[config.mk]
export PLATFORM = sky130hd
export DESIGN_NAME = regs_wb_ctrl
export DESIGN_NICKNAME = d
export VERILOG_FILES = /design/src/rtl/regs_pkg.sv /design/src/rtl/regs_scoreboard.sv /design/src/rtl/regs_wb_ctrl.sv
export SDC_FILE = /design/constraint.sdc
export NUM_CORES = 1
export LEC_CHECK = 0
export CORE_MARGIN = 2
export CORE_UTILIZATION = 30
export CTS_BUF_LIST = sky130_fd_sc_hd__clkbuf_4
export DETAILED_ROUTE_END_ITERATION = 10
export SLEW_MARGIN = 5
export SYNTH_ARGS = -nofsm -noshare
export SYNTH_HDL_FRONTEND = slang
export SYNTH_SLANG_ARGS = --single-unit
export TNS_END_PERCENT = 30
[constraint.sdc]
create_clock -name clk -period 2.2 [get_ports clk]
set_input_delay 0.44 -clock clk [delete_from_list [all_inputs] [get_ports clk]]
set_output_delay 0.44 -clock clk [all_outputs]
set_load 0.05 [all_outputs]
[src/rtl/regs_pkg.sv]
// Shared parameters and payload types for the register-file writeback path.
package regs_pkg;

    localparam int unsigned XLEN   = 32;
    localparam int unsigned REG_AW = 5;
    localparam int unsigned NREG   = 1 << REG_AW;

    // Requester indices; also the encoding of the arbiter priority bit
    localparam int unsigned REQ_ALU = 0;
    localparam int unsigned REQ_LSU = 1;

    typedef logic [REG_AW-1:0] reg_addr_t;

    typedef struct packed {
        reg_addr_t         addr;
        logic [XLEN-1:0]   data;
    } wb_req_t;

endpackage

[src/rtl/regs_scoreboard.sv]
// Pending-destination scoreboard with combinational RAW/WAW hazard check.
module regs_scoreboard
    import regs_pkg::*;
(
    input  logic              clk,
    input  logic              rst_n,
    input  logic              set_valid,
    input  logic [REG_AW-1:0] set_addr,
    input  logic              clr_valid,
    input  logic [REG_AW-1:0] clr_addr,
    input  logic              wb_we,
    input  logic [REG_AW-1:0] wb_addr,
    input  logic [REG_AW-1:0] chk_rs1_addr,
    input  logic [REG_AW-1:0] chk_rs2_addr,
    input  logic [REG_AW-1:0] chk_rd_addr,
    output logic [NREG-1:0]   busy,
    output logic              stall_c
);

    logic [NREG-1:0] busy_q;
    logic [NREG-1:0] busy_d;
    logic            hit_rs1;
    logic            hit_rs2;
    logic            hit_rd;

    // Next scoreboard: clear on writeback, then set on issue so a same-cycle set wins
    always_comb begin
        busy_d = busy_q;
        if (clr_valid) begin
            busy_d[clr_addr] = 1'b0;
        end
        if (set_valid) begin
            busy_d[set_addr] = 1'b1;
        end
        busy_d[0] = 1'b0;
    end

    // Scoreboard register
    always_ff @(posedge clk) begin
        if (!rst_n) begin
            busy_q <= '0;
        end else begin
            busy_q <= busy_d;
        end
    end

    // Source operands also hit on the in-flight write the register file has not captured yet
    always_comb begin
        hit_rs1 = (chk_rs1_addr != '0) &
                  (busy_q[chk_rs1_addr] | (wb_we & (wb_addr == chk_rs1_addr)));
        hit_rs2 = (chk_rs2_addr != '0) &
                  (busy_q[chk_rs2_addr] | (wb_we & (wb_addr == chk_rs2_addr)));
        hit_rd  = (chk_rd_addr != '0) & busy_q[chk_rd_addr];
        stall_c = hit_rs1 | hit_rs2 | hit_rd;
    end

    assign busy = busy_q;

endmodule

[src/rtl/regs_wb_ctrl.sv]
// Writeback controller: round-robin ALU/LSU arbiter, registered write port, scoreboard.
module regs_wb_ctrl
    import regs_pkg::*;
(
    input  logic              clk,
    input  logic              rst_n,
    input  logic              alu_valid,
    output logic              alu_ready,
    input  logic [REG_AW-1:0] alu_addr,
    input  logic [XLEN-1:0]   alu_data,
    input  logic              lsu_valid,
    output logic              lsu_ready,
    input  logic [REG_AW-1:0] lsu_addr,
    input  logic [XLEN-1:0]   lsu_data,
    output logic              we,
    output logic [REG_AW-1:0] wr_addr,
    output logic [XLEN-1:0]   wr_data,
    input  logic              iss_valid,
    input  logic [REG_AW-1:0] iss_addr,
    input  logic [REG_AW-1:0] chk_rs1_addr,
    input  logic [REG_AW-1:0] chk_rs2_addr,
    input  logic [REG_AW-1:0] chk_rd_addr,
    output logic              stall,
    output logic [NREG-1:0]   busy
);

    logic              prio_q;
    logic              prio_d;
    logic              we_q;
    logic              we_d;
    logic [REG_AW-1:0] wr_addr_q;
    logic [REG_AW-1:0] wr_addr_d;
    logic [XLEN-1:0]   wr_data_q;
    logic [XLEN-1:0]   wr_data_d;
    logic              xfer;
    wb_req_t           win;

    // Round-robin grant; readies are held low while in reset
    always_comb begin
        alu_ready = 1'b0;
        lsu_ready = 1'b0;
        if (rst_n) begin
            if (prio_q == 1'(REQ_ALU)) begin
                alu_ready = alu_valid;
                lsu_ready = lsu_valid & ~alu_valid;
            end else begin
                lsu_ready = lsu_valid;
                alu_ready = alu_valid & ~lsu_valid;
            end
        end
    end

    // Winning payload, next priority and next write-port state
    always_comb begin
        xfer      = alu_ready | lsu_ready;
        win       = lsu_ready ? wb_req_t'{addr: lsu_addr, data: lsu_data}
                              : wb_req_t'{addr: alu_addr, data: alu_data};
        prio_d    = prio_q;
        we_d      = 1'b0;
        wr_addr_d = wr_addr_q;
        wr_data_d = wr_data_q;
        if (alu_ready) begin
            prio_d = 1'(REQ_LSU);
        end else if (lsu_ready) begin
            prio_d = 1'(REQ_ALU);
        end
        if (xfer) begin
            we_d      = (win.addr != '0);
            wr_addr_d = win.addr;
            wr_data_d = win.data;
        end
    end

    // Arbiter priority and write-port registers
    always_ff @(posedge clk) begin
        if (!rst_n) begin
            prio_q    <= 1'(REQ_ALU);
            we_q      <= 1'b0;
            wr_addr_q <= '0;
            wr_data_q <= '0;
        end else begin
            prio_q    <= prio_d;
            we_q      <= we_d;
            wr_addr_q <= wr_addr_d;
            wr_data_q <= wr_data_d;
        end
    end

    assign we      = we_q;
    assign wr_addr = wr_addr_q;
    assign wr_data = wr_data_q;

    regs_scoreboard u_scoreboard (
        .clk          (clk),
        .rst_n        (rst_n),
        .set_valid    (iss_valid),
        .set_addr     (iss_addr),
        .clr_valid    (xfer),
        .clr_addr     (win.addr),
        .wb_we        (we_q),
        .wb_addr      (wr_addr_q),
        .chk_rs1_addr (chk_rs1_addr),
        .chk_rs2_addr (chk_rs2_addr),
        .chk_rd_addr  (chk_rd_addr),
        .busy         (busy),
        .stall_c      (stall)
    );

endmodule

* Word-level counts from Yosys, hierarchy flattened
Cells that the tools add are included.
** Word-level totals
- Register bits after elaboration :: 71
- Input port bits :: 99
- Output and inout port bits :: 73
- Word-level logic and storage cells :: 59
** Cells by class
- Magnitude comparators :: 7
- Equal/unequal tests :: 2
- Multiplexer cells :: 19
- Bitwise gates (word level) :: 17
- Reduce and logical (&&, ||, !) cells :: 8
** Operators with widths (count)
- 32-bit 2-to-1 mux :: 2
- 37-bit 2-to-1 mux :: 1
- 32-bit bitwise AND :: 1
- 32-bit NOT :: 1
- 32-bit OR :: 1
- 5-bit by 6-bit less-than comparator with 1-bit output (second input constant) :: 5
- 5-bit nonzero test :: 4
- 1-bit binary-select mux with 5-bit select :: 3
- 1-bit 2-to-1 mux :: 11
- 1-bit demux with 5-bit select :: 2
- 5-bit == test :: 2
- 5-bit by 1-bit >= comparator with 1-bit output (second input constant) :: 2
- 1-bit bitwise AND :: 7
- 1-bit OR :: 5
- 1-bit logical AND :: 2
- 1-bit NOT :: 2
- 2-bit AND reduction :: 1
- 2-bit nonzero test :: 1

* Logic depth before layout (Yosys ltp)
Gate-level depths: netlist of run 1.
- Word-level depth :: 14
- Depth in mapped cells :: 8
- Depth with buffers taken out :: 7

* Modules after synthesis
Synthesis of run 1 repeated with hierarchy kept, for this count alone.
** Unflattened totals
- Cell total of the unflattened synthesis :: 496
- Area total of the unflattened synthesis :: 4302.9 sq um
** By module, submodules not included
- regs_scoreboard :: times used 1, cells an instance 261, area each 2368.5 sq um, seq. area each 620.6 sq um
- regs_wb_ctrl :: times used 1, cells an instance 235, area each 1934.4 sq um, seq. area each 780.7 sq um

* Worst setup path after synthesis of run 1
Ideal clock, no wire load.
- Path kind :: in2out
- Start :: input chk_rs2_addr[2]
- End :: output stall
- Arrival :: 2.654 ns
- Required time :: 1.760 ns
- Path slack :: -0.894 ns
- Stages on the path :: 7
- Path buffers :: 1
- Cell sequence :: clkbuf_1 > xor2_1 > nor4_1 > nand3_1 > nand4_1 > nor2_1 > o311ai_1
** Between the ends
- Word-level cells in the longest chain between the ends :: 6
- Elaborated cells between the ends (all ways) :: 9
- Those cells by class :: eq/ne: 1; mux: 2; bitwise: 5; reduce/logical: 1
** RTL lines
- from (decl) :: RTL line regs_wb_ctrl.sv:21 : input logic [REG_AW-1:0] chk_rs2_addr,
- 1-bit binary-select mux with 5-bit select / 5-bit == test (equally long branches) :: RTL line regs_scoreboard.sv:52 : (busy_q[chk_rs2_addr] | (wb_we & (wb_addr == chk_rs2_addr)));
- 1-bit 2-to-1 mux (implied by the code) / 1-bit bitwise AND (equally long branches) :: RTL line regs_scoreboard.sv:52
- 1-bit OR :: RTL line regs_scoreboard.sv:52
- 1-bit bitwise AND * :: RTL line regs_scoreboard.sv:51 : hit_rs2 = (chk_rs2_addr != '0) &
- 1-bit OR * (2 in a row) :: RTL line regs_scoreboard.sv:54 : stall_c = hit_rs1 | hit_rs2 | hit_rd;
- to (decl) :: RTL line regs_wb_ctrl.sv:23 : output logic stall,
Every way passes the cells marked *; elsewhere a longest branch is shown, timed or not. The select of a mux whose other input is x is not followed.

* Final worst setup path of run 1
- Start :: register u_scoreboard.busy_q[31] (netlist: u_scoreboard.busy[31])
- End :: output stall
** Between the ends
- Word-level cells in the longest chain between the ends :: 6
- Elaborated cells between the ends (all ways) :: 13
- Those cells by class :: mux: 6; bitwise: 7
** RTL lines
- from (decl) :: RTL line regs_scoreboard.sv:20 : logic [NREG-1:0] busy_q;
- from (signal assigned) :: RTL line regs_scoreboard.sv:43 : busy_q <= busy_d;
- 1-bit binary-select mux with 5-bit select (on tied branches) :: RTL line regs_scoreboard.sv:50, regs_scoreboard.sv:52
- 1-bit 2-to-1 mux (on tied branches) :: RTL line regs_scoreboard.sv:50, regs_scoreboard.sv:52
- 1-bit OR (on tied branches) :: RTL line regs_scoreboard.sv:50, regs_scoreboard.sv:52
- 1-bit bitwise AND (on tied branches) :: RTL line regs_scoreboard.sv:49, regs_scoreboard.sv:51
- 1-bit OR :: RTL line regs_scoreboard.sv:54
- 1-bit OR * :: RTL line regs_scoreboard.sv:54
Marked as above.

==> impl_metrics.toml, run 1 <==
[run_status]
status = "complete, but fails checks"
failed_checks = "setup timing"

[detailed_routing]
via_density_per_instance = 5.27
finalWirelength_um = 16300
drt-pass1-iter-count = 7
antenna_left = 0
wl_per_cell_um = 18.0
drt_first_iter_violations = 430
vias = 4773
drcViolationCount = 0

[critical_path]
worstSetupPathDepth = 8
timing_worst_setup_path_type = "flip-flop to primary output"
register_to_register_setup_slack_ns = 0.25
slowest_stage = "mux4_2"
path_common_cell = "buf_4"
cp_max_fo = 2
worst_r2r_endpoint = "u_scoreboard.busy[18]$_SDFF_PN0_"
crit_path_end = "stall"
crit_path_max_incr_delay_ns = 0.47
critPathLaunch = "u_scoreboard.busy[31]$_SDFF_PN0_"
cp.required_ns = 1.76
timing.critical_path.max_delay_family = "buffers and inverters"
worst_setup_path_start_kind = "flip-flop"
worstSetupEndpointType = "primary output"
timing.critical_path.cells = "buf_4, mux4_2, inv_1, a21oi_1, nor4_2, buf_4, o311ai_4, buf_6"
path_buf_inv = 4
reg2regPathDepth = 8
worst_ep_arrival_time_ns = 2.29
worst_reg2reg_startpoint = "prio_q$_SDFFE_PN0N_"

[clocking]
tritoncts = "done"
numClockSinks = 70
cts_buffers = 9
cts_root_buf = "clkbuf_4"
path_clk_slew_ns = 0.12
cts_buffer_depth = 2
clock_tree.htree_level_count = 3
worst_skew_pair.late_latency_ns = 0.45

[timing]
share_of_the_cycle_needed_by_the_critical_path_after_routing = 1.24
setup_viol_count_final = 1
final_period_minus_worst_setup_slack_ns = 2.73
timing.fmax_ghz = 0.366
report.final.hold_viol_count = 0
timing.max_slew.rel_slack = 0.448
fin_worst_hold_slack_ns = 0.503
finClkSkew_ns = 0.0154
fin_ws_ns = -0.530
rsz_0062_raised_after_global_routing = "true"
maxSlewViolCount = 0
timing_worst_slew_pin_value_ns = 0.824

[die]
core.rowCount = 42
design.portCount = 172
die-width_um = 121
design.core.area_mm2 = 0.0132
initial_utilization = 0.308
fp.dieH_um = 121
fp.dieArea_mm2 = 0.0145

[synth]
synth_async_sr_flop_share = 0
area_share_of_fa_ha_maj_cells_after_synthesis = 0
syn-mean-instance-area_um2 = 8.24
synth_flop_cell = "dfxtp_1"
yosys.area_share.xor_xnor = 0.0215
netlist_instances = 495
yosys_warnings = 0
synth_mux_area_frac = 0.133
synth_enable_flop_cells = 0
synth_compound_gate_area_share = 0.223
ys_ff_latch = 70
post_synth_and_or_nand_nor_area_fraction = 0.225
synth_nets = 594
seq_area_frac_synth = 0.344
synth_area_mm2 = 0.00408
synth.lib_cells_used.distinct = 52
main_combinational_cell_family_by_area_after_synthesis = "simple AND/OR/NAND/NOR gates"

[hold_path]
timing.hold.worst.class = "flip-flop to flip-flop"

[placed_design]
post-dp-hpwl_um = 12400
placedCellCount = 887
gpl.final_weighted_congestion = 0.895
dpl_worst_slack_ns = -0.893
numPortBuffers = 170

[cells_and_area]
layout.cells.non_filler = 906
final-seq-area_mm2 = 0.00141
fill_cells = 1320
combined_area_of_the_multi_input_logic_cells_mm2 = 0.00252
finalNetCount = 823
synthToLayoutAreaGrowth_pct = 64.6
mostFrequentLayoutCells = "clkdlybuf4s50_1, nand2_1, buf_4"
final_common_cell = "clkdlybuf4s50_1"
post_route_cells_drive_above_1_share = 0.204

[global_routing]
largest_net_degree_at_the_start_of_global_routing = 75
grt_first_pass_wirelength_um = 24900
grt.total_usage = 0.222
grt_antenna_before_repair = 1
first_global_vias = 4572
global_route_overflow = 0

[flow_run]
cap_viol_max_count = 0

[power]
p_leak_nw = 2.77
ir_drop_v = 0.000231
powerDensity_mw_per_mm2 = 475
[where the power goes]
part / leakage, nW / internal, mW / switching (mW)
clock: 0.0600 / 0.233 / 0.520
combinational: 2.13 / 0.466 / 0.593
sequential: 0.579 / 1.33 / 0.0438
[how the worst min path moves through the flow]
stage | startpoint | end | slack (ns) | depth (start not counted)
final | wr_data[12]$_SDFFE_PN0N_ | wr_data[12]$_SDFFE_PN0N_ | 0.50 | 2
after global routing | alu_data[22] | wr_data[22]$_SDFFE_PN0N_ | 0.52 | 3
after CTS | alu_data[1] | wr_data[1]$_SDFFE_PN0N_ | 0.51 | 3
after detailed placement | wr_data[9]$_SDFFE_PN0N_ | wr_data[9]$_SDFFE_PN0N_ | 0.49 | 2
after global placement | prio_q$_SDFFE_PN0N_ | prio_q$_SDFFE_PN0N_ | 0.48 | 2
after floorplan | prio_q$_SDFFE_PN0N_ | prio_q$_SDFFE_PN0N_ | 0.47 | 2
[cells by family after synthesis]
family	Yosys count
flops	70
simple gates	209
mux	30
compound gates	124
other cells	1
buf+inv	51
xor+xnor	10
[per-stage QoR]
stage | total power, mW | util | TNS (ns) | cell area, um2
floorplan | 1.95 | - | -0.256 | 4110
finish | 3.19 | 0.507 | -0.530 | 6710
detailed placement | 2.45 | 0.495 | -8.12 | 6560
global placement | 2.44 | 0.495 | -6.40 | 6560
CTS | 3.20 | 0.504 | -0.701 | 6670
global route | 3.33 | 0.507 | -0.609 | 6710
[registers in the layout (all words and copies together), names as in the netlist]
name	cells
wr_addr	5
we	1
wr_data	32
prio_q	1
u_scoreboard.busy	31
[what timing repair did]
action                     CTS  global route
setup buffers                2             0
resized for setup           53            19
setup endpoints to repair   36            12
pin swaps                    3             2
hold buffers                 0             0
[per-layer routing]
layer / wire length [um] / GRT usage / vias up
met5: 0 / 0 / -
li1: - / - / 2277
met3: 1070 / 0.0335 / 20
met1: 6890 / 0.293 / 2265
met2: 8120 / 0.373 / 211
met4: 222 / 0.0698 / 0
[worst min-delay path, cell delays in order (launching register included)]
cell      delay [ns]
dfxtp_1         0.33
nor2_1          0.09
a311oi_1        0.05
[cell usage after synthesis (2+ instances only)]
| master | n | area [um2] |
|---|---|---|
| nor4_1 | 3 | 18.8 |
| a31oi_1 | 5 | 31.3 |
| a21boi_0 | 4 | 30.0 |
| nor3_1 | 7 | 35.0 |
| nand3b_1 | 2 | 15.0 |
| nand2b_1 | 5 | 31.3 |
| mux2i_1 | 10 | 100 |
| o31ai_1 | 31 | 233 |
| mux4_2 | 14 | 315 |
| nor2b_1 | 3 | 18.8 |
| o21ai_0 | 3 | 15.0 |
| xor2_1 | 8 | 70.1 |
| and3b_1 | 3 | 26.3 |
| mux2_2 | 2 | 22.5 |
| nand4_1 | 3 | 18.8 |
| buf_2 | 9 | 45.0 |
| inv_1 | 10 | 37.5 |
| a311oi_1 | 35 | 307 |
| and3_1 | 2 | 12.5 |
| nor3b_1 | 7 | 52.6 |
| a221oi_1 | 3 | 26.3 |
| nand2_1 | 114 | 428 |
| nand3_1 | 7 | 35.0 |
| buf_1 | 6 | 22.5 |
| dfxtp_1 | 70 | 1400 |
| xnor2_1 | 2 | 17.5 |
| a211oi_1 | 2 | 15.0 |
| nor2_1 | 47 | 176 |
| a21oi_1 | 30 | 150 |
| clkbuf_1 | 23 | 86.3 |
| mux4_1 | 4 | 105 |
[area by class of cell]
cell class / instances / share of cell area
flip-flops and latches: 70 / 0.211
repair buffers: 258 / 0.356
clock buffers: 9 / 0.0101
inverters: 11 / 0.00690
multi-input cells: 374 / 0.376
well taps: 176 / 0.0328
clock inverters: 7 / 0.00746
diodes: 1 / 0.000373
No activity file was read; power rests on OpenSTA's default activity.
==> run 2, diff against run 1 <==
--- a/config.mk
+++ b/config.mk
@@ -9,7 +9,7 @@
 export CORE_UTILIZATION = 30
 export CTS_BUF_LIST = sky130_fd_sc_hd__clkbuf_4
 export DETAILED_ROUTE_END_ITERATION = 10
-export SLEW_MARGIN = 5
+export SLEW_MARGIN = 10
 export SYNTH_ARGS = -nofsm -noshare
 export SYNTH_HDL_FRONTEND = slang
 export SYNTH_SLANG_ARGS = --single-unit
==> constraint.sdc (replaced) <==
create_clock -name clk -period 3.19 [get_ports clk]
set_input_delay 0.638 -clock clk [delete_from_list [all_inputs] [get_ports clk]]
set_output_delay 0.638 -clock clk [all_outputs]
set_load 0.05 [all_outputs]
==> impl_metrics.toml, run 2 (synthesis results as in run 1) <==
[clocking]
cts_buffer_depth = 2
cts.hold.buffers_added = 0
worst_skew_pair.late_latency_ns = 0.43
cts_buffers = 9
tritoncts = "done"
clock_tree.htree_level_count = 3
numClockSinks = 70
cts_root_buf = "clkbuf_4"
path_clk_slew_ns = 0.11

[critical_path]
cp_max_fo = 2
worst_setup_path_start_kind = "input port"
cp.required_ns = 2.55
worstSetupEndpointType = "primary output"
crit_path_max_incr_delay_ns = 0.33
worst_ep_arrival_time_ns = 2.47
timing_worst_setup_path_type = "input port to primary output"
slowest_stage = "mux2_4"
timing.critical_path.cells = "clkdlybuf4s15_1, mux2_4, a221oi_2, or4_1, nand4_1, nor4_2, buf_4, o311ai_4, buf_6"

[global_routing]
largest_net_degree_at_the_start_of_global_routing = 65
grt_antenna_before_repair = 1
grt.total_usage = 0.211
grt_first_pass_wirelength_um = 23600
first_global_vias = 4342
global_route_overflow = 0

[power]
p_leak_nw = 2.36
power.sequential.fraction = 0.431
power.switching_fraction = 0.341
p_total_mw = 2.21
internal_power_mw = 1.45
powerDensity_mw_per_mm2 = 347
power_frac_clock = 0.253
switching_power_uw = 753
share_comb_of_total_power = 0.315
ir_drop_v = 0.000145

[cells_and_area]
post_route_cells_drive_above_1_share = 0.140
finalNetCount = 774
largest_register_ffs = 32
final_common_cell = "clkdlybuf4s50_1"
finish.instance_area_mm2 = 0.00636
mostFrequentLayoutCells = "clkdlybuf4s50_1, nand2_1, dfxtp_1"
synthToLayoutAreaGrowth_pct = 56.1
fill_cells = 1300

[hold_path]
timing.hold.worst.class = "flip-flop to flip-flop"

[detailed_routing]
wl_per_cell_um = 18.5
drt_first_iter_violations = 395
highest-signal-layer = "met4"
detailroute.wirelength.met2_um = 7540
finalWirelength_um = 15900
drcViolationCount = 0
vias = 4591
route.met3.wl_um = 1130
detail_route.wirelength.met1_um = 6750
via_density_per_instance = 5.36
antenna_left = 0
drt-pass1-iter-count = 5

[die]
die-width_um = 121
fp.dieH_um = 121
initial_utilization = 0.308
core.rowCount = 42
design.core.area_mm2 = 0.0132
design.portCount = 172
fp.dieArea_mm2 = 0.0145

[run_status]
status = "finished, final reports clean"

[timing]
maxSlewViolCount = 0
share_of_the_cycle_needed_by_the_critical_path_after_routing = 0.975
finClkSkew_ns = 0.0132
timing_worst_slew_pin_value_ns = 0.952
timing.fmax_ghz = 0.322
timing.max_slew.rel_slack = 0.362
final_period_minus_worst_setup_slack_ns = 3.11
setup_viol_count_final = 0
report.final.hold_viol_count = 0

[placed_design]
post-dp-hpwl_um = 12000
numPortBuffers = 170
gpl.final_weighted_congestion = 0.870
place_area_mm2 = 0.00617

[flow_run]
cap_viol_max_count = 0
## run 2: cell types whose count changed in the layout (fill, tap and decap cells not counted), sizes merged
| cell | previous run | this run |
|---|---|---|
| clkbuf | 10 | 12 |
| clkinvlp | 2 | 1 |
| inv | 12 | 11 |
| dlygate4sd2 | 36 | 1 |
| bufinv | 0 | 1 |
| clkdlybuf4s50 | 126 | 158 |
| dlymetal6s2s | 3 | 4 |
| buf | 91 | 43 |
## run 2: what timing repair did
item                       in CTS  in global routing
gates resized for setup        12                 27
pin swaps                       3                  3
setup endpoints to repair       1                  1
buffers inserted                0                  0
## run 2: power by group through the flow
stage	logic, mW	clock network (mW)	registers, mW
2_1_floorplan	0.229	0	1.11
3_3_place_gp	0.678	0	0.970
3_5_place_dp	0.687	0	0.971
4_1_cts	0.690	0.573	0.952
5_1_grt	0.736	0.606	0.957
6_report	0.696	0.558	0.952
## run 2: routing by layer
layer / track usage / up-vias
li1: - / 2179
met1: 0.278 / 2189
met2: 0.337 / 190
met3: 0.0462 / 33
met4: 0.0785 / 0
met5: 0 / -
## run 2: through the flow
stage / setup TNS, ns / hold WS, ns / instances / worst slack, ns / utilization
2_1_floorplan: 0 / 0.458 / 495 / 0.144 / -
3_3_place_gp: -0.446 / 0.467 / 841 / -0.446 / 0.466
3_5_place_dp: -0.416 / 0.487 / 841 / -0.416 / 0.466
4_1_cts: 0 / 0.505 / 857 / 0.00565 / 0.476
5_1_grt: -0.0185 / 0.522 / 857 / -0.0185 / 0.480
6_report: 0 / 0.502 / 857 / 0.0811 / 0.480
## run 2: final timing paths
| kind | depth (start not counted) | endpoint | startpoint | slack [ns] |
|---|---|---|---|---|
| worst max-delay path | 9 | stall | chk_rd_addr[2] | 0.08 |
| worst min-delay path | 2 | wr_data[9]$_SDFFE_PN0N_ | wr_data[9]$_SDFFE_PN0N_ | 0.50 |
| worst max register to register | 7 | u_scoreboard.busy[30]$_SDFF_PN0_ | prio_q$_SDFFE_PN0N_ | 1.08 |
| worst min register to register | 2 | wr_data[9]$_SDFFE_PN0N_ | wr_data[9]$_SDFFE_PN0N_ | 0.50 |
## run 2: area by class of cell
cell class              instances  area, um2  area share
diodes                          1       2.50    0.000393
clock buffers                  10       75.1      0.0118
clock inverters                 6       52.6     0.00826
inverters                      11       41.3     0.00649
multi-input cells             374       2530       0.398
flip-flops and latches         70       1410       0.221
well taps                     176        220      0.0346
repair buffers                209       2030       0.319
## run 2: worst max-delay path: cells and delay by family
family	cells	cell delay (ns)
compound gates	2	0.33
buf+inv	3	0.59
mux	1	0.33
simple gates	3	0.58
